==> src/rtl/dac_ctrl_pkg.sv <==
// Shared types and helpers for the DAC control slice: arbiter state encoding,
// default debounce timing constants and a constant-foldable clog2.
package dac_ctrl_pkg;

   localparam int DEFAULT_CHANNELS = 4;
   localparam int DEFAULT_HOLD     = 16;
   localparam int DEFAULT_TICK_DIV = 100;

   typedef enum logic {
      ARB_IDLE    = 1'b0,
      ARB_PRESENT = 1'b1
   } arb_state_t;

   // Returns at least 1 so that a 1-entry range still gets a usable vector width.
   function automatic int clog2(input int value);
      int result;
      result = 1;
      for (int i = 1; i < 31; i++) begin
         if ((1 << i) < value) begin
            result = i + 1;
         end
      end
      return result;
   endfunction

endpackage

==> src/rtl/debounce_channel.sv <==
// One debounce lane: 2-flop synchroniser, tick-driven hold counter and stable
// level register. flip pulses in the cycle the stable level is about to toggle.
module debounce_channel
   import dac_ctrl_pkg::*;
#(
   parameter int   C_HOLD_BIT_NUMBER = DEFAULT_HOLD,
   parameter logic C_INPUT_POLARITY  = 1'b0
) (
   input  logic sys_clk,
   input  logic sys_rst,
   input  logic signal_in,
   input  logic tick,
   output logic stable,
   output logic flip
);

   localparam int            CW        = clog2(C_HOLD_BIT_NUMBER + 1);
   localparam logic [CW-1:0] HOLD_LAST = CW'(C_HOLD_BIT_NUMBER - 1);

   logic          meta_reg;
   logic          sync_reg;
   logic          stable_reg;
   logic [CW-1:0] count_reg;

   always_ff @(posedge sys_clk) begin
      if (!sys_rst) begin
         meta_reg   <= ~C_INPUT_POLARITY;
         sync_reg   <= ~C_INPUT_POLARITY;
         stable_reg <= ~C_INPUT_POLARITY;
         count_reg  <= '0;
      end else begin
         meta_reg <= signal_in;
         sync_reg <= meta_reg;
         if (tick) begin
            // Any agreeing tick restarts the count, so only unbroken runs qualify.
            if (sync_reg == stable_reg) begin
               count_reg <= '0;
            end else if (count_reg == HOLD_LAST) begin
               stable_reg <= sync_reg;
               count_reg  <= '0;
            end else begin
               count_reg <= count_reg + 1'b1;
            end
         end
      end
   end

   assign flip   = tick & (sync_reg != stable_reg) & (count_reg == HOLD_LAST);
   assign stable = stable_reg;

endmodule

==> src/rtl/debounce_event_arbiter.sv <==
// Debounces C_CHANNELS contact inputs on a shared sample tick and serialises
// each accepted level change onto a single valid/ready event port, round-robin.
module debounce_event_arbiter
   import dac_ctrl_pkg::*;
#(
   parameter int   C_CHANNELS        = DEFAULT_CHANNELS,
   parameter int   C_HOLD_BIT_NUMBER = DEFAULT_HOLD,
   parameter int   C_TICK_DIV        = DEFAULT_TICK_DIV,
   parameter logic C_INPUT_POLARITY  = 1'b0
) (
   input  logic                          sys_clk,
   input  logic                          sys_rst,
   input  logic [C_CHANNELS-1:0]         signal_in,
   output logic                          evt_valid,
   input  logic                          evt_ready,
   output logic [clog2(C_CHANNELS)-1:0]  evt_channel,
   output logic                          evt_active,
   output logic [C_CHANNELS-1:0]         stable_out,
   output logic                          overrun,
   input  logic                          overrun_clr
);

   localparam int            CH_W      = clog2(C_CHANNELS);
   localparam int            PW        = clog2(C_TICK_DIV);
   localparam logic [PW-1:0] TICK_LAST = PW'(C_TICK_DIV - 1);

   logic [PW-1:0]         presc_reg;
   logic                  tick;
   logic [C_CHANNELS-1:0] flip;

   logic [C_CHANNELS-1:0] pending_reg, pending_next;
   logic [C_CHANNELS-1:0] lvl_reg, lvl_next;
   logic [C_CHANNELS-1:0] clr_mask;
   logic                  overrun_reg, overrun_next;

   arb_state_t            state_reg, state_next;
   logic [CH_W-1:0]       rr_ptr_reg, rr_ptr_next;
   logic [CH_W-1:0]       evt_channel_reg, evt_channel_next;
   logic                  evt_active_reg, evt_active_next;

   logic                  sel_found;
   logic [CH_W-1:0]       sel_idx;

   always_ff @(posedge sys_clk) begin
      if (!sys_rst) begin
         presc_reg <= '0;
      end else if (tick) begin
         presc_reg <= '0;
      end else begin
         presc_reg <= presc_reg + 1'b1;
      end
   end

   assign tick = (presc_reg == TICK_LAST);

   generate
      for (genvar gi = 0; gi < C_CHANNELS; gi++) begin : g_chan
         debounce_channel #(
            .C_HOLD_BIT_NUMBER (C_HOLD_BIT_NUMBER),
            .C_INPUT_POLARITY  (C_INPUT_POLARITY)
         ) u_debounce_channel (
            .sys_clk   (sys_clk),
            .sys_rst   (sys_rst),
            .signal_in (signal_in[gi]),
            .tick      (tick),
            .stable    (stable_out[gi]),
            .flip      (flip[gi])
         );
      end
   endgenerate

   // First pending channel at or after rr_ptr, wrapping around.
   always_comb begin
      int idx;
      sel_found = 1'b0;
      sel_idx   = '0;
      idx       = 0;
      for (int i = 0; i < C_CHANNELS; i++) begin
         idx = int'(rr_ptr_reg) + i;
         if (idx >= C_CHANNELS) begin
            idx = idx - C_CHANNELS;
         end
         if (!sel_found && pending_reg[idx[CH_W-1:0]]) begin
            sel_found = 1'b1;
            sel_idx   = idx[CH_W-1:0];
         end
      end
   end

   always_comb begin
      state_next       = state_reg;
      rr_ptr_next      = rr_ptr_reg;
      evt_channel_next = evt_channel_reg;
      evt_active_next  = evt_active_reg;
      clr_mask         = '0;
      case (state_reg)
         ARB_IDLE: begin
            if (sel_found) begin
               clr_mask[sel_idx] = 1'b1;
               evt_channel_next  = sel_idx;
               evt_active_next   = (lvl_reg[sel_idx] == C_INPUT_POLARITY);
               state_next        = ARB_PRESENT;
            end
         end
         ARB_PRESENT: begin
            if (evt_ready) begin
               state_next  = ARB_IDLE;
               rr_ptr_next = (evt_channel_reg == CH_W'(C_CHANNELS - 1)) ? '0
                                                                         : evt_channel_reg + 1'b1;
            end
         end
         default: state_next = ARB_IDLE;
      endcase
   end

   // A flip landing on the bit being taken this cycle is a fresh event, not an overrun.
   assign pending_next = (pending_reg & ~clr_mask) | flip;
   assign lvl_next     = (lvl_reg & ~flip) | (~stable_out & flip);
   assign overrun_next = (|(flip & pending_reg & ~clr_mask)) | (overrun_reg & ~overrun_clr);

   always_ff @(posedge sys_clk) begin
      if (!sys_rst) begin
         pending_reg     <= '0;
         lvl_reg         <= {C_CHANNELS{~C_INPUT_POLARITY}};
         overrun_reg     <= 1'b0;
         state_reg       <= ARB_IDLE;
         rr_ptr_reg      <= '0;
         evt_channel_reg <= '0;
         evt_active_reg  <= 1'b0;
      end else begin
         pending_reg     <= pending_next;
         lvl_reg         <= lvl_next;
         overrun_reg     <= overrun_next;
         state_reg       <= state_next;
         rr_ptr_reg      <= rr_ptr_next;
         evt_channel_reg <= evt_channel_next;
         evt_active_reg  <= evt_active_next;
      end
   end

   assign evt_valid   = (state_reg == ARB_PRESENT);
   assign evt_channel = evt_channel_reg;
   assign evt_active  = evt_active_reg;
   assign overrun     = overrun_reg;

endmodule

==> config.mk <==
export PLATFORM = sky130hd
export DESIGN_NAME = debounce_event_arbiter
export DESIGN_NICKNAME = d
export VERILOG_FILES = /design/src/rtl/dac_ctrl_pkg.sv /design/src/rtl/debounce_channel.sv /design/src/rtl/debounce_event_arbiter.sv
export SDC_FILE = /design/constraint.sdc
export NUM_CORES = 1
export LEC_CHECK = 0
export CAP_MARGIN = 10
export CORE_MARGIN = 2
export CORE_UTILIZATION = 50
export CTS_CLUSTER_DIAMETER = 60
export DETAILED_ROUTE_END_ITERATION = 16
export PLACE_DENSITY = 0.75
export RECOVER_POWER = 50
export SLEW_MARGIN = 20
export SYNTH_ARGS = -nofsm -noshare
export SYNTH_HDL_FRONTEND = slang
export SYNTH_SLANG_ARGS = --single-unit
export TNS_END_PERCENT = 5
==> constraint.sdc <==
create_clock -name sys_clk -period 1.77 [get_ports sys_clk]
set_input_delay 0.2655 -clock sys_clk [delete_from_list [all_inputs] [get_ports sys_clk]]
set_output_delay 0.2655 -clock sys_clk [all_outputs]
set_load 0.005 [all_outputs]
== Word level (Yosys, flattened, before mapping) ==
Index checks and enable logic that the tools add are counted.
W data, S select, Z words.

* Multiplexer cells: 38
* Bitwise gates (word level): 28
* Reduce and logical (&&, ||, !) cells: 15
* Magnitude comparators: 10
* Equality and inequality tests: 14
* Add/sub/neg operators: 13

{| class="wikitable"
|+ Operators with widths
! cell !! count
|-
| $mux W5 || 8
|-
| $add A5 B1 Y5 const B || 4
|-
| $and A4 B4 Y4 || 5
|-
| $eq A5 B4 Y1 const B || 4
|-
| $mux W2 || 9
|-
| $lt A2 B3 Y1 const B || 5
|-
| $mux W1 || 12
|-
| $not A4 Y4 || 3
|-
| $reduce_and A3 Y1 || 4
|-
| $bmux W1 S2 || 5
|-
| $and A1 B1 Y1 || 9
|-
| $ge A3 B3 Y1 const B || 3
|-
| $mux W4 || 2
|-
| $not A1 Y1 || 8
|-
| $or A4 B4 Y4 || 2
|-
| $sub A2 B1 Y2 const B || 4
|-
| $add A7 B1 Y7 const B || 1
|-
| $eq A7 B7 Y1 const B || 1
|-
| $add A2 B2 Y3 const B || 2
|-
| $eq A1 B1 Y1 || 4
|-
| $logic_and A1 B1 Y1 || 4
|-
| $ne A1 B1 Y1 || 4
|-
| $reduce_and A2 Y1 || 2
|-
| $reduce_or A4 Y1 || 1
|-
| other kinds (10) || 12
|}

* Bits in registers: 54
* Input port bits: 8
* Output and inout port bits: 9
* Word-level logic and storage cells: 142

== Logic depth before layout (Yosys ltp) ==
* Depth in word-level cells: 24
* Depth in mapped cells: 8
* Gate-level depth less buffers: 7

== Cells and area by module ==
Synthesis repeated with hierarchy kept, for this count alone.

* Cells, all modules: 286
* Area total of the unflattened synthesis: 2,605.0 um^2

{| class="wikitable"
|+ Modules (own cells, without submodules)
! module !! area each (um^2) !! seq. area each (um^2) !! cells an instance !! times used
|-
| debounce_channel || 364.1 || 160.2 || 40 || 4
|-
| debounce_event_arbiter || 1,148.6 || 440.4 || 126 || 1
|}

== Least setup slack after synthesis ==
Ideal clock, no wire load.

* Kind: flip-flop to flip-flop
* From: register presc_reg[0]
* To: register g_chan[3].u_debounce_channel.count_reg[3]
* Required time: 1.699 ns
* Path buffers: 1
* Library setup time: 0.071 ns
* Setup slack: -0.176 ns
* Stages on the path, launching flop included: 8
* Arrival: 1.875 ns
* Clock period less this slack: 1.946 ns
* Path through: dfxtp_1 ha_1 nand4b_1 or3_1 buf_2 or3_1 or3_1 a21oi_1

* Word-level cells in the longest chain between the ends: 1

{| class="wikitable"
|+ RTL lines
! element !! line !! source
|-
| start, declared || debounce_event_arbiter.sv:27 || <nowiki>logic [PW-1:0] presc_reg;</nowiki>
|-
| start signal, assigned || debounce_event_arbiter.sv:50 || <nowiki>presc_reg <= presc_reg + 1'b1;</nowiki>
|-
| $eq A7 B7 Y1 || debounce_event_arbiter.sv:54 || <nowiki>assign tick = (presc_reg == TICK_LAST);</nowiki>
|-
| end signal, assigned || debounce_channel.sv:42 || <nowiki>count_reg <= count_reg + 1'b1;</nowiki>
|-
| end, declared || debounce_channel.sv:23 || <nowiki>logic [CW-1:0] count_reg;</nowiki>
|}

Every way passes these cells.
A chain may end at the register's enable or synchronous reset.

== Worst setup path after layout ==
* From: register presc_reg[1]
* To: register g_chan[3].u_debounce_channel.count_reg[3]

Same word-level chain as after synthesis.

==> out/results.txt <==
placed instance count - 352
initial antenna violation count - 0
Setup-failing EPs final - 8
Synth Register Bits - 54
VDD IR max - 0.630 mV
Worst Path Buf+Inv - 0
Clock Path Buffers - 2
RSZ-0062 raised after global routing - true
DIE HEIGHT - 71.9 µm
diode count - 0
initial core utilization - 0.525
Seq pwr share - 0.533
Synth cell types - 41
hold crit path type - reg2reg
Avg Cell Area, Syn - 8.53 µm²
skew final - 0.00697 ns
Internal Power - 1.87 mW
first-pass GRT wire length - 8360 µm
min-delay src - g_chan[3].u_debounce_channel.meta_reg$_SDFF_PN1_
largest net degree at the start of global routing - 30
Slowest-stage cell, CP - or3_4
worst-path cell chain - ha_4 > nand4b_1 > or3_4 > or3_4 > or3_1 > a21oi_1
Post-CTS Hold Buffers - 0
Sw Pwr - 0.449 mW
crit-path most repeated cell - or3_4
fin. max-slew vios - 0
Fmax achieved - 0.520 GHz
max-cap violation count - 0
delay-heaviest family, CP - simple AND/OR/NAND/NOR gates
root buf cell - clkbuf_8
total clock buffers created by CTS - 5
combinational share of power - 0.037
Critical Path Source - presc_reg[1]$_SDFF_PP0_
Clk pwr share - 0.430
Total Neg Setup Slack - -0.468 ns
1st-iter DRT viols - 108
Clk Latency, worst-skew pair - 0.31 ns
# rows - 24
Required @ worst endpoint - 2.01 ns
WHS - 0.414 ns
Via Count - 1,993
CTS tree - yes
Gate Count Post-Synth - 270
CP endpoint kind - flip-flop
DR WL/cell - 13.3 µm
vias in the first global route - 2,020
GRT Total Usage - 0.202
utilization after layout - 0.666
Sw Ratio - 0.194
mapped cell area - 2300 µm²
placed instance area - 2680 µm²
gpl congestion - 0.844
Fillers - 358
slew at the pin closest to its max-slew limit - 0.647 ns
Final min period - 1.92 ns
hold depth - 1
Design Area, Final - 2920 µm²
Sink Count - 54
WL final - 4810 µm
Crit. path cell count - 6
peak per-stage delay on the critical path - 0.44 ns
CTS H-tree depth - 2
period utilization - 1.09
fin worst setup slack - -0.154 ns
Total Power - 2.32 mW
gr ovfl total - 0
Leak - 1.13 nW
Die ar. - 5170 µm²
register area share after synthesis - 0.469
Port Buffers - 16
Synth warnings - 0
area of the core - 4380 µm²
crit path max fanout - 4
critical path class - reg2reg
I/O pins - 17
Worst Path Arrival - 2.17 ns
PD cells - 795 nW/µm²
area grow syn2layout - 26.7%
Clock transition at path regs - 0.09 ns
DP Wirelength - 3280 µm
reg-to-reg critical path startpoint - presc_reg[1]$_SDFF_PP0_
first drt pass iteration count - 4
number of nets in the layout - 322
max FFs per register - 20
Antenna Nets Post-Route - 0
Synthesized Nets - 284
DRC - 0
Place WS - -0.137 ns
worst-case reg-to-reg path depth - 6
Fin. Hold Viols - 0
Finished Layout Cells - 361
outcome - finished, violations left
layout cells sized above 1 - 0.181
crit path launch type - flip-flop
failing checks - setup timing
DR vias/cell - 5.52
Die Span X - 71.9 µm
Rel. slew slack - 0.566
[cells by family after synthesis]
family,count (synthesis),share of synthesized area
simple gates,110,0.224
compound gates,64,0.171
flops,54,0.469
buf+inv,19,0.0380
xor+xnor,15,0.0570
fa+ha+maj,6,0.0326
mux,2,0.00869
[layout make-up]
cell class,instances,area [µm²],area share
tap,52,65.1,0.0223
timing repair buffer,44,372,0.127
clock inverter,2,60.1,0.0206
clock buffer,6,82.6,0.0283
inverter,6,22.5,0.00772
multi-input combinational,197,1230,0.423
sequential,54,1080,0.371
[cell usage after synthesis]
| master | n | area share |
|---|---|---|
| dfxtp_1 | 54 | 0.47 |
| o211a_1 | 1 | 0.0043 |
| o22ai_1 | 1 | 0.0027 |
| clkbuf_1 | 8 | 0.013 |
| and2_1 | 1 | 0.0027 |
| nand2b_1 | 12 | 0.033 |
| xnor2_1 | 7 | 0.027 |
| o21bai_1 | 1 | 0.0033 |
| o221ai_1 | 1 | 0.0038 |
| a311oi_1 | 1 | 0.0038 |
| and3_1 | 2 | 0.0054 |
| nand3_1 | 17 | 0.037 |
| a32o_1 | 1 | 0.0043 |
| a41o_1 | 1 | 0.0043 |
| nor3b_1 | 1 | 0.0033 |
| o22a_1 | 1 | 0.0038 |
| nand4b_1 | 1 | 0.0038 |
| buf_4 | 4 | 0.013 |
| mux2i_1 | 2 | 0.0087 |
| nor2_1 | 31 | 0.051 |
| a21o_1 | 3 | 0.0098 |
| o2bb2ai_1 | 1 | 0.0038 |
| a21oi_1 | 26 | 0.056 |
| o31ai_1 | 2 | 0.0065 |
| nor3_1 | 2 | 0.0043 |
| xor2_1 | 8 | 0.030 |
| o211ai_1 | 3 | 0.0098 |
| ha_1 | 6 | 0.033 |
| nand3b_1 | 4 | 0.013 |
| nand2_1 | 32 | 0.052 |
| inv_1 | 6 | 0.0098 |
| a21boi_0 | 1 | 0.0033 |
| a31oi_1 | 1 | 0.0027 |
| buf_2 | 1 | 0.0022 |
| a211oi_1 | 1 | 0.0033 |
| o32ai_1 | 1 | 0.0038 |
| a221oi_1 | 1 | 0.0038 |
| or3_1 | 3 | 0.0081 |
| a221o_1 | 1 | 0.0043 |
| o21ai_0 | 15 | 0.033 |
| nor4_1 | 4 | 0.011 |
[final timing paths]
check | endpoint | slack (ns)
setup / recovery | g_chan[3].u_debounce_channel.count_reg[3]$_SDFFE_PN0N_ | -0.15
hold / removal | g_chan[3].u_debounce_channel.sync_reg$_SDFF_PN1_ | 0.41
setup reg to reg | g_chan[3].u_debounce_channel.count_reg[3]$_SDFFE_PN0N_ | -0.15
hold reg to reg | g_chan[3].u_debounce_channel.sync_reg$_SDFF_PN1_ | 0.41
[cell usage in the layout (no fill, tap or decap), types with 2 or more instances in the layout]
cell type and n:
dfxtp_2 2, clkbuf_8 6, inv_1 6, nand2_2 6, nand2b_1 12, or3_4 2
o21ai_0 12, a21o_1 3, a21oi_2 2, xor2_1 8, nor3_1 2, clkdlybuf4s50_1 10
xnor2_1 7, and3_1 2, nor2_4 3, o211ai_1 3, dfxtp_1 52, nor4_2 2
o31ai_1 2, nand3b_1 4, o21ai_1 3, a21oi_1 24, mux2i_1 2, ha_1 5
buf_4 26, bufinv_16 2, nor2_1 28, nand2_1 26, dlygate4sd3_1 6, nand3_1 17
[repair_timing]
action / 4_1_cts / 5_1_grt
buffers inserted: 0 / 1
setup endpoints to repair: 15 / 33
gates resized for setup: 8 / 17
pin swaps: 0 / 4
[per-layer routing]
metal | global-route usage | vias to the layer above | part of all wire
li1 | - | 1011 | -
met4 | 0.0881 | 0 | 0.018
met3 | 0.0352 | 7 | 0.028
met1 | 0.242 | 949 | 0.46
met5 | 0 | - | 0
met2 | 0.355 | 26 | 0.50
[power groups by stage]
stage | Combinational [mW] | Clock [mW] | Sequential (mW)
5_1_grt | 0.0954 | 1.06 | 1.24
2_1_floorplan | 0.0432 | 0 | 1.27
3_5_place_dp | 0.0813 | 0 | 1.27
4_1_cts | 0.0838 | 1.01 | 1.24
6_report | 0.0854 | 0.998 | 1.24
3_3_place_gp | 0.0800 | 0 | 1.27
Note: power is estimated with default switching activity, not from simulation.
